**src/rtl/fifo_pkg.sv**
```systemverilog
// Shared types and sizing helpers for the parametrised synchronous FIFO.
package fifo_pkg;

  localparam int DEF_DEPTH = 16;
  localparam int DEF_AE_TH = 2;

  // Count needs one extra bit so that DEPTH itself is representable.
  function automatic int cnt_w(input int depth);
    return $clog2(depth) + 1;
  endfunction

  typedef struct packed {
    logic full;
    logic empty;
    logic almost_full;
    logic almost_empty;
    logic overflow;
    logic underflow;
  } fifo_status_t;

endpackage

```
**src/rtl/fifo_ptr_ctrl.sv**
```systemverilog
// FIFO pointers, accept logic, occupancy count and registered status flags.
// Flags follow the next count, so they change on the same edge as data_count.
module fifo_ptr_ctrl
  import fifo_pkg::*;
#(
  parameter int DEPTH = DEF_DEPTH,
  parameter int AF_TH = DEPTH - 2,
  parameter int AE_TH = DEF_AE_TH
) (
  input  logic                       clk,
  input  logic                       rst,
  input  logic                       wr_en,
  input  logic                       rd_en,
  input  logic                       clr_err,
  output logic                       wr_acc,
  output logic                       rd_acc,
  output logic [$clog2(DEPTH)-1:0]   wr_ptr,
  output logic [$clog2(DEPTH)-1:0]   rd_ptr,
  output logic [cnt_w(DEPTH)-1:0]    count,
  output logic                       full,
  output logic                       empty,
  output logic                       almost_full,
  output logic                       almost_empty,
  output logic                       overflow,
  output logic                       underflow
);

  localparam int PTR_W = $clog2(DEPTH);
  localparam int CNT_W = cnt_w(DEPTH);

  logic [PTR_W-1:0] wr_ptr_q, wr_ptr_d, rd_ptr_q, rd_ptr_d;
  logic [CNT_W-1:0] count_q, count_d;
  fifo_status_t     st_q, st_d;

  always_comb begin
    rd_acc   = rd_en & ~st_q.empty;
    // A pop in the same cycle frees the slot a write into a full FIFO needs.
    wr_acc   = wr_en & (~st_q.full | rd_acc);
    wr_ptr_d = wr_acc ? wr_ptr_q + PTR_W'(1) : wr_ptr_q;
    rd_ptr_d = rd_acc ? rd_ptr_q + PTR_W'(1) : rd_ptr_q;

    count_d = count_q;
    if (wr_acc && !rd_acc) begin
      count_d = count_q + CNT_W'(1);
    end else if (rd_acc && !wr_acc) begin
      count_d = count_q - CNT_W'(1);
    end

    st_d.full         = (count_d == CNT_W'(DEPTH));
    st_d.empty        = (count_d == '0);
    st_d.almost_full  = (count_d >= CNT_W'(AF_TH));
    st_d.almost_empty = (count_d <= CNT_W'(AE_TH));
    // A new error in the same cycle as clr_err keeps the flag set.
    st_d.overflow     = (wr_en & ~wr_acc) | (st_q.overflow & ~clr_err);
    st_d.underflow    = (rd_en & ~rd_acc) | (st_q.underflow & ~clr_err);
  end

  always_ff @(posedge clk or negedge rst) begin
    if (!rst) begin
      wr_ptr_q <= '0;
      rd_ptr_q <= '0;
      count_q  <= '0;
      st_q     <= '{full: 1'b0, empty: 1'b1, almost_full: 1'b0,
                    almost_empty: 1'b1, overflow: 1'b0, underflow: 1'b0};
    end else begin
      wr_ptr_q <= wr_ptr_d;
      rd_ptr_q <= rd_ptr_d;
      count_q  <= count_d;
      st_q     <= st_d;
    end
  end

  assign wr_ptr       = wr_ptr_q;
  assign rd_ptr       = rd_ptr_q;
  assign count        = count_q;
  assign full         = st_q.full;
  assign empty        = st_q.empty;
  assign almost_full  = st_q.almost_full;
  assign almost_empty = st_q.almost_empty;
  assign overflow     = st_q.overflow;
  assign underflow    = st_q.underflow;

endmodule

```
**src/rtl/fifo_sync_param.sv**
```systemverilog
// Parametrised synchronous FIFO: storage array plus standard (1-cycle registered read)
// or first-word-fall-through output stage; full rejects writes unless a pop frees a slot.
module fifo_sync_param
  import fifo_pkg::*;
#(
  parameter int DATA_W = 8,
  parameter int DEPTH  = DEF_DEPTH,
  parameter int AF_TH  = DEPTH - 2,
  parameter int AE_TH  = DEF_AE_TH,
  parameter bit FWFT   = 1'b0
) (
  input  logic                    clk,
  input  logic                    rst,
  input  logic                    wr_en,
  input  logic                    rd_en,
  input  logic [DATA_W-1:0]       data_in,
  output logic [DATA_W-1:0]       data_out,
  output logic                    data_valid,
  output logic                    full,
  output logic                    empty,
  output logic                    almost_full,
  output logic                    almost_empty,
  output logic [cnt_w(DEPTH)-1:0] data_count,
  output logic                    overflow,
  output logic                    underflow,
  input  logic                    clr_err
);

  localparam int PTR_W = $clog2(DEPTH);

  if (DEPTH < 4 || DEPTH > 1024 || (DEPTH & (DEPTH - 1)) != 0) begin : g_bad_depth
    $error("fifo_sync_param: DEPTH must be a power of two in 4..1024");
  end
  if (AE_TH >= AF_TH) begin : g_bad_th
    $error("fifo_sync_param: AE_TH must be below AF_TH");
  end
  if (DATA_W < 1 || DATA_W > 64) begin : g_bad_width
    $error("fifo_sync_param: DATA_W must be in 1..64");
  end

  logic             wr_acc, rd_acc;
  logic [PTR_W-1:0] wr_ptr, rd_ptr;
  logic [DATA_W-1:0] mem [DEPTH];

  fifo_ptr_ctrl #(.DEPTH(DEPTH), .AF_TH(AF_TH), .AE_TH(AE_TH)) u_ctrl (
    .clk          (clk),
    .rst          (rst),
    .wr_en        (wr_en),
    .rd_en        (rd_en),
    .clr_err      (clr_err),
    .wr_acc       (wr_acc),
    .rd_acc       (rd_acc),
    .wr_ptr       (wr_ptr),
    .rd_ptr       (rd_ptr),
    .count        (data_count),
    .full         (full),
    .empty        (empty),
    .almost_full  (almost_full),
    .almost_empty (almost_empty),
    .overflow     (overflow),
    .underflow    (underflow)
  );

  // Storage is deliberately left unreset.
  always_ff @(posedge clk) begin
    if (wr_acc) begin
      mem[wr_ptr] <= data_in;
    end
  end

  if (FWFT) begin : g_fwft
    // Gated while empty so the unwritten head never reaches the output.
    assign data_out   = empty ? '0 : mem[rd_ptr];
    assign data_valid = ~empty;
  end else begin : g_std
    logic [DATA_W-1:0] dout_q, dout_d;
    logic              dvld_q, dvld_d;

    always_comb begin
      dout_d = rd_acc ? mem[rd_ptr] : dout_q;
      dvld_d = rd_acc;
    end

    always_ff @(posedge clk or negedge rst) begin
      if (!rst) begin
        dout_q <= '0;
        dvld_q <= 1'b0;
      end else begin
        dout_q <= dout_d;
        dvld_q <= dvld_d;
      end
    end

    assign data_out   = dout_q;
    assign data_valid = dvld_q;
  end

endmodule

```
**config.mk**
```make
export PLATFORM = sky130hd
export DESIGN_NAME = fifo_sync_param
export DESIGN_NICKNAME = d
export VERILOG_FILES = /design/src/rtl/fifo_pkg.sv /design/src/rtl/fifo_ptr_ctrl.sv /design/src/rtl/fifo_sync_param.sv
export SDC_FILE = /design/constraint.sdc
export NUM_CORES = 1
export LEC_CHECK = 0
export CAP_MARGIN = 20
export CORE_MARGIN = 2
export CORE_UTILIZATION = 34
export DETAILED_ROUTE_END_ITERATION = 7
export HOLD_SLACK_MARGIN = 0.08
export PLACE_DENSITY = 0.48
export SETUP_SLACK_MARGIN = 0.3
export SLEW_MARGIN = 5
export SYNTH_ARGS = -nofsm -noshare
export SYNTH_HDL_FRONTEND = slang
export SYNTH_SLANG_ARGS = --single-unit
```
**constraint.sdc**
```tcl
create_clock -name clk -period 2.05 [get_ports clk]
set_clock_uncertainty 0.1 [all_clocks]
set_input_delay 0.41 -clock clk [delete_from_list [all_inputs] [get_ports clk]]
set_output_delay 0.41 -clock clk [all_outputs]
set_load 0.01 [all_outputs]
```
==> metrics.md, run 1 <==
| Metric | Value |
|---|---|
| Status | `finished clean` |
| Worst R2R Path Depth | `8` |
| Most common flop cell mapped by yosys | `edfxtp_1` |
| Synth Instances | `415` |
| CTS Buffer Depth | `2` |
| FFs w/ async S/R, synth | `17.9%` |
| Maximum vdd drop | `0.617 mV` |
| Grt ovf | `0` |
| Critical path start-end classification | `flip-flop to flip-flop` |
| Initial antenna violation count | `0` |
| CTS clock-pin slew for the worst setup and hold paths | `0.07 ns` |
| Vias | `3678` |
| Nets | `539` |
| Worst Tran Pin Value | `0.412 ns` |
| Worst-path cell chain | `nand2b_4 > buf_8 > inv_8 > nor2_4 > a211oi_2 > a211oi_2 > buf_4 > a31o_1` |
| Ys Warns | `0` |
| Relative slew slack | `72.5%` |
| Remaining antenna violation count | `0` |
| Max cap viols | `0` |
| DRT Pass-1 Iters | `4` |
| Port-buffer cells | `32` |
| Cts bufs inserted | `17` |
| DR WL/cell | `19.3 um` |
| Initial DRC Count | `203` |
| Largest net degree at the start of global routing | `29` |
| Synth Area per Inst | `15.2 um2` |
| Die area | `0.0197 mm2` |
| DP Area | `0.00749 mm2` |
| Mapped Nets | `435` |
| CTS sink cnt | `156` |
| Core area | `0.0181 mm2` |
| Slew Viols, Final | `0` |
| Worst setup SP type | `flip-flop` |
| Placement Setup Slack | `-0.320 ns` |
| Most frequent CP cell | `a211oi_2` |
| Yosys cell types | `37` |
| CP required | `2.31 ns` |
| CP Buf/Inv Count | `3` |
| Skew-Pair Late Insertion Delay | `0.42 ns` |
| Clock root cell | `clkbuf_16` |
| Number of global-route vias before repair | `3762` |
| RSZ-0062 raised after global routing | `yes` |
| Hold Vio Cnt, Final | `0` |
| DP HPWL | `9520 um` |
| Crit-path slowest cell | `dfstp_2` |
| LEAKAGE | `3.12 nW` |
| Share of cells above drive strength 1 | `30.3%` |
| Post-Route WL | `14700 um` |
| Rows | `49` |
| GP Congestion | `0.763` |
| DRC Markers | `0` |
| H-Tree Level Count | `4` |
| Mapped cell area | `0.00632 mm2` |
| Post-route clock period utilization | `87.4%` |
| Worst EP arrival | `2.05 ns` |
| Crit path max-delay family | `flip-flops` |
| Post-route cell area | `0.00849 mm2` |
| Post-CTS Hold Buffers | `0` |
| Chip Width | `140 um` |
| Min-delay worst type | `input port to async pin` |
| Finish-stage setup viols | `0` |
| Synth Register Bits | `156` |
| Number of flops mapped to enable cells by yosys | `128` |
| ANT cells | `0` |
| Critical path endpoint category | `flip-flop` |
| Highest clock rate | `558 MHz` |
| Starting density of the core | `34.9%` |
| I/O pins | `33` |
| First-pass GRT wire length | `22500 um` |
| WP depth | `8` |
| Final Worst Setup Slack | `0.259 ns` |
| CTS tree | `yes` |
| Register area share after synthesis | `72.0%` |
| Pwr Density | `1370 mW/mm2` |
| Area Overhead vs Synth | `34.4%` |
| CP peak stage delay | `0.57 ns` |
| Via density per instance | `4.83` |
| GRT Total Usage | `15.6%` |
| Minimum clock period | `1.79 ns` |
| Critical path peak fanout | `6` |
| Die Ht | `140 um` |
metal layers:
layer  track usage (%)  wire (um)  vias up
met2              24.2       6870       46
met1              22.0       7190     1862
met4              3.99        130        0
met3              4.10        471       11
met5                 0          0        -
li1                  -          -     1759
metrics by stage:
step | instances | TNS, ns | hold slack [ns] | util [%] | total power (W)
6_report | 761 | 0 | 0.284 | 47.0 | 0.0116
5_1_grt | 761 | 0 | 0.330 | 47.0 | 0.0122
4_1_cts | 749 | 0 | 0.282 | 45.7 | 0.0114
3_5_place_dp | 705 | -36.02 | 0.370 | 41.4 | 0.00810
3_3_place_gp | 705 | -31.60 | 0.369 | 41.4 | 0.00810
2_1_floorplan | 415 | 0 | 0.0144 | - | 0.00648
cell type report:
cell class / count / area, um2
fill: 1548 / 9590
sequential: 156 / 4550
multi-input combinational: 232 / 1960
timing repair buffer: 105 / 1080
clock buffer: 18 / 429
tap: 229 / 287
clock inverter: 14 / 146
inverter: 7 / 33.8
power breakdown:
part / leakage, nW / internal [W] / switching, W / total [W]
logic: 1.37 / 0.00199 / 0.00229 / 0.00428
registers: 1.49 / 0.00397 / 0.000338 / 0.00431
clock network: 0.268 / 0.00179 / 0.00127 / 0.00306
cell usage in the layout (no fill, tap or decap), drive strengths merged, types with 3 or more instances in the layout:
cell           synthesis  final
nor2                  16     16
nor2b                  3      3
clkinvlp               0      4
ha                     7      7
clkdlybuf4s50          0     10
clkinv                 0      7
dfrtp                 26     26
clkbuf                 9     20
inv                    7      8
nor3                   6      6
nand2                 39     39
nand2b                 6      6
dlygate4sd2            0     17
xnor2                  8      8
nand3                 29     29
a22oi                 16     16
mux2i                 64     64
buf                   11     73
edfxtp               128    128
o21ai                  5      5
a21oi                 16     16
state kept, by name (all words and copies together) (netlist names):
name	cells
mem	128
data_out	8
u_ctrl.count	5
u_ctrl.rd_ptr	4
u_ctrl.wr_ptr	4
data_valid	1
u_ctrl.almost_empty	1
u_ctrl.almost_full	1
u_ctrl.empty	1
u_ctrl.full	1
u_ctrl.overflow	1
u_ctrl.underflow	1
Yosys cell counts (2+ instances only):
cell type / instances / share of area, %
dfstp_2: 2 / 0.83
xor2_2: 2 / 0.51
nor3b_2: 2 / 0.40
xnor2_1: 8 / 1.1
dfrtp_1: 26 / 10
mux2i_1: 64 / 10
nor3_1: 6 / 0.48
a21oi_1: 16 / 1.3
buf_1: 2 / 0.12
o21ai_0: 3 / 0.24
a22oi_1: 16 / 1.9
a211oi_2: 2 / 0.40
inv_1: 6 / 0.36
nor2_1: 16 / 0.95
o21ai_2: 2 / 0.28
nor2b_1: 3 / 0.30
ha_1: 7 / 1.4
clkbuf_1: 9 / 0.53
edfxtp_1: 128 / 61
nand3_1: 29 / 2.3
nand2b_1: 6 / 0.59
buf_2: 7 / 0.55
nand2_1: 39 / 2.3
path summary, 6_finish.rpt:
check	startpoint	to	slack, ns
setup / recovery	u_ctrl.empty	u_ctrl.almost_full	0.26
hold / removal	rst	u_ctrl.wr_ptr[3]	0.28
setup reg to reg	u_ctrl.empty	u_ctrl.almost_full	0.26
hold reg to reg	data_out[3]	data_out[3]	0.37
max in group asynchronous	rst	u_ctrl.rd_ptr[1]	1.24
min in group clk	rd_en	u_ctrl.underflow	0.36
worst register-to-register path: stages (launching register included):
cell and delay, ns:
dfstp_2 0.57, nand2b_4 0.16, buf_8 0.15, inv_8 0.06, nor2_4 0.07, a211oi_2 0.07
a211oi_2 0.26, buf_4 0.17, a31o_1 0.13
cells by family (layout without fill, tap and decap cells):
family                     Yosys count  in the layout  synth area share, %
adders and majority gates            7              7                 1.39
AOI/OAI and AO/OA                   46             46                 5.11
muxes                               64             64                 10.1
DFF                                156            156                 72.0
and+or+nand+nor                    105            105                 7.78
xor gates and xnor gates            10             10                 1.62
buffers and inverters               27            144                 2.00
timing repair:
action | CTS | global route
gates resized for setup | 54 | 24
endpoints found under the setup margin | 147 | 89
pin swaps | 17 | 10
buffers inserted | 12 | 12
No activity file was read; power rests on OpenSTA's default activity.
==> run 2, diff against run 1 <==
--- a/config.mk
+++ b/config.mk
@@ -8,6 +8,7 @@
 export CAP_MARGIN = 20
 export CORE_MARGIN = 2
 export CORE_UTILIZATION = 34
+export CTS_BUF_LIST = sky130_fd_sc_hd__clkbuf_4 sky130_fd_sc_hd__clkbuf_8
 export DETAILED_ROUTE_END_ITERATION = 7
 export HOLD_SLACK_MARGIN = 0.08
 export PLACE_DENSITY = 0.48
==> metrics.md, run 2 (synthesis gave the netlist of run 1 again) <==
| Metric | Value |
|---|---|
| Tightest hold margin | `0.232 ns` |
| CP peak stage delay | `0.39 ns` |
| Placed cell count | `705` |
| Number of global-route vias before repair | `3769` |
| First-pass GRT wire length | `22400 um` |
| Skew-Pair Late Insertion Delay | `0.45 ns` |
| DR WL/cell | `19.3 um` |
| Setup TNS | `0 ns` |
| DRC Markers | `0` |
| Starting density of the core | `34.9%` |
| Most frequent CP cell | `a211oi_2` |
| Reg2Reg Setup Slack | `0.16 ns` |
| Crit-path slowest cell | `dfstp_2` |
| WL met3 | `536 um` |
| Commonest non-fill, non-tap cell in the layout | `edfxtp_1` |
| CTS Buffer Depth | `2` |
| Clock root cell | `clkbuf_8` |
| Max cap viols | `0` |
| CTS tree | `yes` |
| Nets | `536` |
| Maximum vdd drop | `0.489 mV` |
| Reg-to-Reg End | `u_ctrl.almost_empty` |
| Largest register FFs | `128` |
| Core area | `0.0181 mm2` |
| Port-buffer cells | `32` |
| I/O pins | `33` |
| Hold Vio Cnt, Final | `0` |
| Hold path startpoint | `rd_en` |
| Top reg by flops | `mem` |
| DP Area | `0.00749 mm2` |
| DP HPWL | `9520 um` |
| Worst setup SP type | `flip-flop` |
| Worst hold stages | `3` |
| CP required | `2.30 ns` |
| Slew Viols, Final | `0` |
| Crit path max-delay family | `compound AO/OA/AOI/OAI gates` |
| Area of the multi-input gates | `0.00196 mm2` |
| Minimum clock period | `1.89 ns` |
| Chip Width | `140 um` |
| Post-route cell area | `0.00828 mm2` |
| Most frequent cells in the layout | `edfxtp_1, mux2i_1, buf_4, nand2_1, nand3_1` |
| Post-route clock period utilization | `92.1%` |
| Max layer used | `met4` |
| Finish-stage setup viols | `0` |
| RSZ-0062 raised after global routing | `yes` |
| Rows | `49` |
| Critical path start-end classification | `flip-flop to flip-flop` |
| DRT Pass-1 Iters | `6` |
| LEAKAGE | `3.02 nW` |
| Status | `finished clean` |
| Highest clock rate | `530 MHz` |
| Pwr Density | `1300 mW/mm2` |
| Critical path endpoint category | `flip-flop` |
| Met2 wire length | `6770 um` |
| Die area | `0.0197 mm2` |
| GP Congestion | `0.763` |
| CP Buf/Inv Count | `4` |
| Via density per instance | `4.82` |
| Reg2reg start | `u_ctrl.empty` |
| Worst Tran Pin Value | `0.437 ns` |
| Worst R2R Path Depth | `9` |
| Largest net degree at the start of global routing | `29` |
| Hold endpoint | `u_ctrl.underflow` |
| CTS sink cnt | `156` |
| Area Overhead vs Synth | `31.1%` |
| Min-delay worst type | `input port to flip-flop` |
| Critical path peak fanout | `6` |
| Design Power | `0.0108 W` |
| Sequential cell area | `0.00455 mm2` |
| Post-route insts no fill | `758` |
| GRT Total Usage | `15.6%` |
| Share of cells above drive strength 1 | `28.7%` |
| Remaining antenna violation count | `0` |
| Worst-path cell chain | `buf_6 > nand2b_4 > buf_8 > inv_6 > nor2_4 > a211oi_2 > a211oi_2 > buf_4 > a2111oi_4` |
| Cts bufs inserted | `17` |
| CTS clock-pin slew for the worst setup and hold paths | `0.08 ns` |
| Worst EP arrival | `2.14 ns` |
| Vias | `3651` |
| H-Tree Level Count | `4` |
| Fill cell count | `1585` |
| Die Ht | `140 um` |
| M1 WL | `7190 um` |
| ANT cells | `0` |
| Relative slew slack | `70.9%` |
| Post-CTS Hold Buffers | `0` |
| Grt ovf | `0` |
| Initial antenna violation count | `0` |
| Initial DRC Count | `220` |
| Post-Route WL | `14600 um` |
[run 2: timing repair]
action                     4_1_cts  5_1_grt
resized for setup               61       22
setup buffers                   10       11
setup endpoints to repair      139      147
pin swaps                       11       15
[run 2: power by group]
part	switching [W]	internal (W)	leakage [nW]
logic	0.00237	0.00189	1.35
registers	0.000290	0.00396	1.49
clock network	0.00117	0.00109	0.184
total	0.00383	0.00694	3.02
[run 2: worst reg2reg max path, stage by stage, from the launching register on]
cell       delay [ns]
dfstp_2          0.39
buf_6            0.12
nand2b_4         0.15
buf_8            0.14
inv_6            0.07
nor2_4           0.04
a211oi_2         0.20
a211oi_2         0.07
buf_4            0.17
a2111oi_4        0.33
[run 2: worst max path at each step]
stage / start / end / cells after the start
2_1_floorplan: u_ctrl.empty / mem[12][0] / 5
3_3_place_gp: rd_en / mem[1][6] / 6
3_5_place_dp: rd_en / mem[1][7] / 6
4_1_cts: u_ctrl.count[2] / data_count[2] / 1
5_1_grt: u_ctrl.empty / u_ctrl.almost_empty / 8
6_report: u_ctrl.empty / u_ctrl.almost_empty / 9
[run 2: routing by layer]
metal / track usage, % / up-vias
li1: - / 1747
met1: 22.1 / 1833
met2: 23.9 / 63
met3: 3.79 / 8
met4: 4.31 / 0
met5: 0 / -
[run 2: cell type report]
class / instances / area share [%]
clock buffers: 18 / 2.92
well taps: 229 / 3.46
inverters: 7 / 0.378
repair buffers: 102 / 12.8
flip-flops and latches: 156 / 55.0
clock inverters: 14 / 1.77
multi-input cells: 232 / 23.7
[run 2: metrics by stage]
stage	util, %	worst slack (ns)
6_report	45.8	0.162
5_1_grt	45.8	0.0492
4_1_cts	44.8	0.0849
3_5_place_dp	41.4	-0.320
3_3_place_gp	41.4	-0.286
2_1_floorplan	-	0.201
==> run 3, diff against run 2 <==
--- a/config.mk
+++ b/config.mk
@@ -5,7 +5,7 @@
 export SDC_FILE = /design/constraint.sdc
 export NUM_CORES = 1
 export LEC_CHECK = 0
-export CAP_MARGIN = 20
+export CAP_MARGIN = 15
 export CORE_MARGIN = 2
 export CORE_UTILIZATION = 34
 export CTS_BUF_LIST = sky130_fd_sc_hd__clkbuf_4 sky130_fd_sc_hd__clkbuf_8
@@ -16,4 +16,5 @@
 export SLEW_MARGIN = 5
 export SYNTH_ARGS = -nofsm -noshare
 export SYNTH_HDL_FRONTEND = slang
+export SYNTH_HIERARCHICAL = 1
 export SYNTH_SLANG_ARGS = --single-unit
==> constraint.sdc (replaced) <==
create_clock -name clk -period 1.7 [get_ports clk]
set_clock_uncertainty 0.1 [all_clocks]
set_input_delay 0.34 -clock clk [delete_from_list [all_inputs] [get_ports clk]]
set_output_delay 0.34 -clock clk [all_outputs]
set_load 0.01 [all_outputs]
==> metrics.md, run 3 <==
| Metric | Value |
|---|---|
| DRC Markers | `0` |
| Relative slew slack | `70.5%` |
| Register area share after synthesis | `72.5%` |
| CTS clock-pin slew for the worst setup and hold paths | `0.09 ns` |
| GR Layer Usage met1 | `22.6%` |
| Maximum vdd drop | `0.986 mV` |
| Post-route insts no fill | `707` |
| Critical path peak fanout | `6` |
| Die Ht | `140 um` |
| Met3 GRT Util | `3.23%` |
| Post-Route WL | `14600 um` |
| ANT cells | `0` |
| Most frequent cells after synthesis | `edfxtp_1, dfrtp_1, mux4_2` |
| Status | `finished with violations` |
| I/O pins | `33` |
| Seq pwr share | `33.8%` |
| Final Worst Setup Slack | `-0.211 ns` |
| CP required | `1.95 ns` |
| Area Overhead vs Synth | `40.7%` |
| Die area | `0.0196 mm2` |
| Mapped cell area | `0.00627 mm2` |
| Commonest non-fill, non-tap cell in the layout | `edfxtp_1` |
| Number of flops mapped to enable cells by yosys | `128` |
| DP HPWL | `9150 um` |
| CTS tree | `yes` |
| Placed cell count | `637` |
| Finish-stage setup viols | `143` |
| Top cells by area, synth | `edfxtp_1, dfrtp_1, mux4_2, mux4_1, a221oi_2` |
| Worst EP arrival | `2.16 ns` |
| GRT Total Usage | `15.8%` |
| Synth Register Bits | `156` |
| Pwr Density | `1720 mW/mm2` |
| Crit-path slowest cell | `dfstp_2` |
| Synth Area per Inst | `19.4 um2` |
| Synth Instances | `323` |
| Hold Vio Cnt, Final | `0` |
| Layer with the highest usage | `met2` |
| Post-route clock period utilization | `112%` |
| Yosys cell types | `44` |
| Most frequent cells in the layout | `edfxtp_1, buf_4, buf_6, mux4_2, buf_12` |
| GP Congestion | `0.775` |
| Port-buffer cells | `32` |
| Skew-Pair Late Insertion Delay | `0.46 ns` |
| CP peak stage delay | `0.53 ns` |
| Slew Viols, Final | `0` |
| First-pass GRT wire length | `22400 um` |
| Highest clock rate | `523 MHz` |
| Initial DRC Count | `224` |
| Top reg by flops | `mem` |
| DRT Pass-1 Iters | `4` |
| Largest register FFs | `128` |
| WP depth | `8` |
| P_int | `0.0102 W` |
| Nets | `482` |
| Starting density of the core | `34.8%` |
| Placement Setup Slack | `-0.612 ns` |
| Switch Pwr | `0.00501 W` |
| Clock root cell | `clkbuf_8` |
| Minimum clock period | `1.91 ns` |
| CP Buf/Inv Count | `3` |
| Largest net degree at the start of global routing | `29` |
| Failing checks | `negative setup slack` |
| Synth top area share | `61.3%` |
| Via density per instance | `4.95` |
| CTS sink cnt | `156` |
| CTS Buffer Depth | `2` |
| Clock network power share | `19.7%` |
| Most common flop cell mapped by yosys | `edfxtp_1` |
| Rows | `49` |
| Share of cells above drive strength 1 | `55.0%` |
| Worst setup SP type | `flip-flop` |
| Mapped Nets | `340` |
| Min-delay worst type | `input port to async pin` |
| Worst R2R Path Depth | `8` |
| LEAKAGE | `3.10 nW` |
| Worst Tran Pin Value | `0.443 ns` |
| Most common cell in the netlist | `edfxtp_1` |
| Yosys top cell by area | `edfxtp_1` |
| FFs w/ async S/R, synth | `17.9%` |
| Chip Width | `140 um` |
| Ys Warns | `6` |
| Critical path endpoint category | `flip-flop` |
| Gate power share | `46.4%` |
| Cts bufs inserted | `17` |
| RSZ-0062 raised after global routing | `yes` |
| Max cap viols | `0` |
| Setup TNS | `-17.78 ns` |
| Core area | `0.0180 mm2` |
| Critical path start-end classification | `flip-flop to flip-flop` |
| Sw frac | `32.9%` |
| Worst-path cell chain | `nand2b_4 > buf_8 > nand3b_1 > o21ai_2 > xnor2_2 > inv_2 > buf_6 > a31o_4` |
| Initial antenna violation count | `0` |
| Met2 global-route usage | `24.4%` |
| Vias | `3499` |
| Crit path max-delay family | `flip-flops` |
| Number of global-route vias before repair | `3595` |
| DR WL/cell | `20.7 um` |
| Remaining antenna violation count | `0` |
| H-Tree Level Count | `4` |
| Grt ovf | `0` |
## run 3: repair_timing
item	4_1_cts	5_1_grt
pin swaps	24	15
setup buffers	26	10
hold buffers	0	0
cloned	2	0
endpoints found under the setup margin	169	172
resized for setup	161	28
## run 3: logic make-up after synthesis
group                      share of synthesized area, %
xor gates and xnor gates                           1.40
DFF                                                72.5
adders and majority gates                         0.798
AOI/OAI and AO/OA                                  4.61
muxes                                              13.3
buffers and inverters                              2.85
and+or+nand+nor                                    4.59
## run 3: layout make-up
cell class              count  area, um2
inverters                   6       30.0
clock inverters            15        194
clock buffers              17        234
repair buffers            139       1550
flip-flops and latches    156       4550
fillers                  1532       9200
well taps                 229        287
multi-input cells         145       1980
## run 3: final timing paths
kind,from,to,slack [ns]
max,u_ctrl/empty,u_ctrl/almost_full,-0.21
min,rst,u_ctrl/count[1],0.13
max reg2reg,u_ctrl/empty,u_ctrl/almost_full,-0.21
min reg2reg,u_ctrl/overflow,u_ctrl/overflow,0.44
max in group asynchronous,rst,u_ctrl/empty,1.13
min in group clk,clr_err,u_ctrl/overflow,0.40
## run 3: power by group through the flow
| stage | combinational (W) | clock (W) | sequential [W] |
|---|---|---|---|
| floorplan | 0.00294 | 0 | 0.00534 |
| global placement | 0.00528 | 0 | 0.00519 |
| detailed placement | 0.00529 | 0 | 0.00520 |
| CTS | 0.00660 | 0.00308 | 0.00513 |
| global route | 0.00750 | 0.00323 | 0.00520 |
| finish | 0.00706 | 0.00300 | 0.00514 |
## run 3: routing by layer
layer	vias to the layer above	routed length, um	share of wire, %
met5	-	0	0
met4	0	230	1.6
met3	17	462	3.2
met2	79	6980	48
met1	1819	6970	48
li1	1584	-	-
## run 3: per-stage QoR
step	total power, W	utilization, %	hold slack, ns	instance area, um2
finish	0.0152	49.0	0.131	8830
global route	0.0159	49.0	0.135	8830
CTS	0.0148	47.6	0.110	8590
detailed placement	0.0105	42.5	0.434	7660
global placement	0.0105	42.5	0.421	7660
floorplan	0.00828	-	-0.0556	6440
